## config.mk

```make
export PLATFORM = sky130hd
export DESIGN_NAME = instr_encoder
export DESIGN_NICKNAME = d
export VERILOG_FILES = /design/src/rtl/instr_encoder.sv
export SDC_FILE = /design/constraint.sdc
export NUM_CORES = 1
export LEC_CHECK = 0
export ABC_AREA = 1
export CAP_MARGIN = 20
export CORE_ASPECT_RATIO = 0.8
export CORE_UTILIZATION = 45
export CTS_BUF_LIST = sky130_fd_sc_hd__clkbuf_4
export DETAILED_ROUTE_END_ITERATION = 8
export GPL_TIMING_DRIVEN = 0
export PLACE_DENSITY = 0.82
export SETUP_SLACK_MARGIN = 0.15
export SYNTH_ARGS = -nofsm -noshare
export SYNTH_HDL_FRONTEND = slang
export SYNTH_SLANG_ARGS = --single-unit
export TNS_END_PERCENT = 1
```

## constraint.sdc

```tcl
create_clock -name clk -period 3 [get_ports clk]
set_input_delay 0.6 -clock clk [delete_from_list [all_inputs] [get_ports clk]]
set_output_delay 0.6 -clock clk [all_outputs]
set_load 0.005 [all_outputs]
```

## src/rtl/instr_encoder.sv

```systemverilog
// RV32I instruction encoder / program loader: packs field sets into 32-bit words paired with
// incrementing instruction-memory addresses. Optional immediate range checking: ENC_RANGE_CHECK_EN.
module instr_encoder #(
  parameter logic [31:0] BASE_ADDR  = 32'h0000_0000,
  parameter int unsigned PROG_WORDS = 256
) (
  input  logic        clk,
  input  logic        reset,
  input  logic        start,
  input  logic        in_valid,
  output logic        in_ready,
  input  logic [3:0]  fmt,
  input  logic [4:0]  rd,
  input  logic [4:0]  rs1,
  input  logic [4:0]  rs2,
  input  logic [2:0]  funct3,
  input  logic [6:0]  funct7,
  input  logic [31:0] imm,
  output logic        out_valid,
  input  logic        out_ready,
  output logic [31:0] out_instr,
  output logic [31:0] out_addr,
  output logic        done,
  output logic        err
);

  localparam logic [31:0] NOP = 32'h0000_0013;
  localparam logic [15:0] PW  = 16'(PROG_WORDS);

  typedef enum logic [1:0] {S_IDLE, S_RUN, S_DONE} state_t;

  state_t      state_q, state_d;
  logic [15:0] cnt_q, cnt_d;
  logic [31:0] addr_q, addr_d;
  logic        ov_q, ov_d;
  logic [31:0] instr_q, instr_d;
  logic [31:0] oaddr_q, oaddr_d;
  logic        err_q, err_d;

  logic [31:0] enc_word;
  logic        fmt_bad;
  logic        range_bad;
  logic        accept;
  logic        handoff;

  always_comb begin
    enc_word = NOP;
    fmt_bad  = 1'b0;
    case (fmt)
      4'd0: enc_word = {funct7, rs2, rs1, funct3, rd, 7'b0110011};
      4'd1: begin
        // shifts carry funct7 in the upper immediate bits
        if (funct3 == 3'b001 || funct3 == 3'b101)
          enc_word = {funct7, imm[4:0], rs1, funct3, rd, 7'b0010011};
        else
          enc_word = {imm[11:0], rs1, funct3, rd, 7'b0010011};
      end
      4'd2: enc_word = {imm[11:0], rs1, funct3, rd, 7'b0000011};
      4'd3: enc_word = {imm[11:5], rs2, rs1, funct3, imm[4:0], 7'b0100011};
      4'd4: enc_word = {imm[12], imm[10:5], rs2, rs1, funct3, imm[4:1], imm[11], 7'b1100011};
      4'd5: enc_word = {imm[31:12], rd, 7'b0110111};
      4'd6: enc_word = {imm[31:12], rd, 7'b0010111};
      4'd7: enc_word = {imm[20], imm[10:1], imm[11], imm[19:12], rd, 7'b1101111};
      4'd8: enc_word = {imm[11:0], rs1, 3'b000, rd, 7'b1100111};
      default: fmt_bad = 1'b1;
    endcase
  end

`ifdef ENC_RANGE_CHECK_EN
  logic s12_ok, b13_ok, j21_ok, u_ok;
  assign s12_ok = (&imm[31:11]) | ~(|imm[31:11]);
  assign b13_ok = ((&imm[31:12]) | ~(|imm[31:12])) & ~imm[0];
  assign j21_ok = ((&imm[31:20]) | ~(|imm[31:20])) & ~imm[0];
  assign u_ok   = ~(|imm[11:0]);

  always_comb begin
    range_bad = 1'b0;
    case (fmt)
      4'd1, 4'd2, 4'd3, 4'd8: range_bad = ~s12_ok;
      4'd4:                   range_bad = ~b13_ok;
      4'd5, 4'd6:             range_bad = ~u_ok;
      4'd7:                   range_bad = ~j21_ok;
      default:                range_bad = 1'b0;
    endcase
  end
`else
  logic unused_imm0;
  assign unused_imm0 = imm[0];
  assign range_bad   = 1'b0;
`endif

  assign in_ready = (state_q == S_RUN) && (cnt_q < PW) && (!ov_q || out_ready);
  assign accept   = in_valid && in_ready;
  assign handoff  = ov_q && out_ready;

  always_comb begin
    state_d = state_q;
    cnt_d   = cnt_q;
    addr_d  = addr_q;
    ov_d    = ov_q;
    instr_d = instr_q;
    oaddr_d = oaddr_q;
    err_d   = err_q;

    case (state_q)
      S_IDLE, S_DONE: begin
        if (start) begin
          state_d = S_RUN;
          cnt_d   = '0;
          addr_d  = BASE_ADDR;
          err_d   = 1'b0;
        end
      end
      S_RUN: begin
        if (handoff && cnt_q == PW) state_d = S_DONE;
      end
      default: state_d = S_IDLE;
    endcase

    if (handoff) ov_d = 1'b0;

    if (accept) begin
      ov_d    = 1'b1;
      instr_d = (fmt_bad || range_bad) ? NOP : enc_word;
      oaddr_d = addr_q;
      addr_d  = addr_q + 32'd4;
      cnt_d   = cnt_q + 16'd1;
      if (fmt_bad || range_bad) err_d = 1'b1;
    end
  end

  always_ff @(posedge clk) begin
    if (reset) begin
      state_q <= S_IDLE;
      cnt_q   <= '0;
      addr_q  <= BASE_ADDR;
      ov_q    <= 1'b0;
      instr_q <= '0;
      oaddr_q <= BASE_ADDR;
      err_q   <= 1'b0;
    end else begin
      state_q <= state_d;
      cnt_q   <= cnt_d;
      addr_q  <= addr_d;
      ov_q    <= ov_d;
      instr_q <= instr_d;
      oaddr_q <= oaddr_d;
      err_q   <= err_d;
    end
  end

  assign out_valid = ov_q;
  assign out_instr = instr_q;
  assign out_addr  = oaddr_q;
  assign done      = (state_q == S_DONE);
  assign err       = err_q;

endmodule

```

==> impl_metrics.toml <==
[global_route]
overflow = 0
grt_max_degree = 19
grt_pass1_vias = 5745
track_usage_pct = 27.9
grt_first_pass_wirelength_mm = 28.1
number_of_antenna_violations_at_the_first_check_in_global_routing = 0

[hold_path]
hold_path_startpoint = "cnt_q[12]"
hp-class = "reg2reg"

[timing]
final_hold_viol_count = 0
finalCritPeriodShare_pct = 86.2
final_critical_period_ns = 2.59
final.setup.tns_ns = 0
fmax_ghz = 0.387
timing.final.max_slew_violations = 0
hold_slack_ns = 0.452
relSlewSlack_pct = 53.1
setup_violations = 0
grt_setup_unrepaired = "false"
worst-slew-pin-transition_ns = 0.704
clock-skew-final_ns = 0.0131

[clock_network]
postCtsSetupRepairBufs = 0
htreeDepth = 3
post_cts.resized_instances = 0
cts_bufs_inserted = 9
insertion_delay_to_the_later_sink_of_the_worst_skew_pair_ns = 0.48
path_clk_slew_ns = 0.17
cts.path.max_buffers = 2
clock_tree_from_tritoncts = "done"
cts_sinks = 111
ctsRootBufferMaster = "clkbuf_4"
ctsHoldBuffers = 0

[drt]
ant_nets = 0
drtIter0Drc = 508
first_pass_iters = 5
wirelength_mm = 17.2
route.detailed.vias_per_inst = 5.23
route.detailed.wl_per_inst_um = 14.7
route.detailed.drc = 0
detailroute.via_count = 6139

[critical_path]
timing.critical_path.from_type = "input pin"
startpoint = "out_ready"
crit_type = "in2out"
arrival_time_at_the_worst_endpoint_ns = 1.99
timing.rr.start = "cnt_q[9]"
critical_path_required_ns = 2.40
cp-end-kind = "primary output"
max_fanout_on_critical_path = 3

[synth]
synth_warnings = 0
synth.distinct_cells = 35
post_synth_inst_count = 875
netlist_top_cells_count = "299 x nand2_1, 116 x nor2_1, 111 x dfxtp_1"
synth_seq_area_share_pct = 39.6
synth_enable_flop_cells = 0
synth_seq_cells = 111
async_reset_ff_share_pct = 0
synth_area_leaders = "dfxtp_1 40%, nand2_1 20%, a21oi_1 7.9%"
mappedNetlistArea_um2 = 5610
synth_largest_type_area_fraction_pct = 39.6
synthFlopType = "dfxtp_1"
most_used_standard_cell_by_instance_count_after_synthesis = "nand2_1"
postSynthAreaPerCell_um2 = 6.41
synth.largest_area_cell = "dfxtp_1"

[cells_and_area]
synthToLayoutAreaGrowth_pct = 30.1
fraction_of_final_layout_cells_sized_beyond_drive_strength_1_pct = 6.16
diodes = 0
filler_cell_count = 1160
nets = 1086
final_cell_count_no_fill = 1174

[status]
run_status = "finished clean"

[floorplan]
chipWidth_um = 127
die_footprint_um2 = 12900
core.rowCount = 36
design.portCount = 134
start_util_pct = 46.1
placeable_core_region_um2 = 12200
die-height_um = 102

[power_and_ir_drop]
power_density_nw_per_um2 = 401
total_leakage_power_nw = 2.79
vdd_drop_max_mv = 0.226

[job]
cap_violations = 0

[place]
port_buffers = 130
routabilityCongestion = 0.948
post-place-cells = 1158
post-dp-hpwl_mm = 13.0
area by class of cell:
class / count / area, µm² / area share [%]
Tap cell: 152 / 190 / 2.61
Timing Repair Buffer: 130 / 1300 / 17.8
Clock buffer: 10 / 75.1 / 1.03
Clock inverter: 6 / 116 / 1.60
Multi-Input combinational cell: 652 / 2900 / 39.7
Buffer: 36 / 200 / 2.74
Sequential cell: 111 / 2220 / 30.5
Inverter: 77 / 290 / 3.98
worst paths after layout:
kind | endpoint | slack, ns | cells after the start
worst min-delay path | cnt_q[12] | 0.45 | 2
worst min register to register | cnt_q[12] | 0.45 | 2
worst max register to register | out_instr[4] | 1.15 | 7
worst max-delay path | in_ready | 0.41 | 6
worst max-delay path, cell delays in order:
cell,delay (ns)
clkdlybuf4s50_1,0.48
nor2_1,0.07
nor2_1,0.08
nand3_1,0.12
inv_1,0.12
clkdlybuf4s50_1,0.51
routing by layer:
| layer | GRT usage (%) | vias up | part of all wire, % |
|---|---|---|---|
| met5 | 0 | - | 0 |
| met4 | 5.68 | 0 | 1.0 |
| met3 | 6.70 | 22 | 7.8 |
| met2 | 44.1 | 239 | 43 |
| met1 | 39.1 | 2831 | 48 |
| li1 | - | 3047 | - |
flip-flops by register name, summed over array words and instances, names as in the netlist:
name	count
err	1
cnt_q	16
out_valid	1
out_instr	31
addr_q	30
state_q	2
out_addr	30
cell usage in the layout (no fill, tap or decap), drive strengths merged:
master / count
nand4: 8
nor2: 124
nand2: 306
buf: 22
a21oi: 88
bufinv: 3
ha: 3
a21boi: 2
dfxtp: 111
o21ai: 51
nor3: 6
clkbuf: 24
o31ai: 1
nand3b: 2
nand3: 53
clkdlybuf4s50: 130
o211ai: 1
o21a: 1
a22oi: 1
xor2: 2
conb: 2
inv: 78
clkinv: 2
nor4: 1
stage by stage:
stage | cell area [µm²] | utilization, % | worst slack, ns | power (mW)
2_1_floorplan | 5610 | - | 1.39 | 1.76
3_3_place_gp | 7100 | 58.4 | 0.439 | 1.99
3_5_place_dp | 7100 | 58.4 | 0.420 | 1.99
4_1_cts | 7290 | 60.0 | 0.415 | 2.92
5_1_grt | 7290 | 60.0 | 0.330 | 3.04
6_report | 7290 | 60.0 | 0.415 | 2.92
where the power goes:
part | leakage (nW) | internal (mW) | switching, mW
combinational | 1.79 | 0.203 | 0.239
clock | 0.102 | 0.439 | 0.513
sequential | 0.898 | 1.51 | 0.0188
cells by family after synthesis:
| logic type | after synthesis | synth area share (%) |
|---|---|---|
| AOI/OAI and AO/OA | 145 | 13.2 |
| xor gates and xnor gates | 2 | 0.312 |
| adders and majority gates | 3 | 0.670 |
| buffers and inverters | 113 | 8.75 |
| DFF | 111 | 39.6 |
| other | 1 | 0.0669 |
| and+or+nand+nor | 500 | 37.4 |
Note: power is estimated with default switching activity, not from simulation.
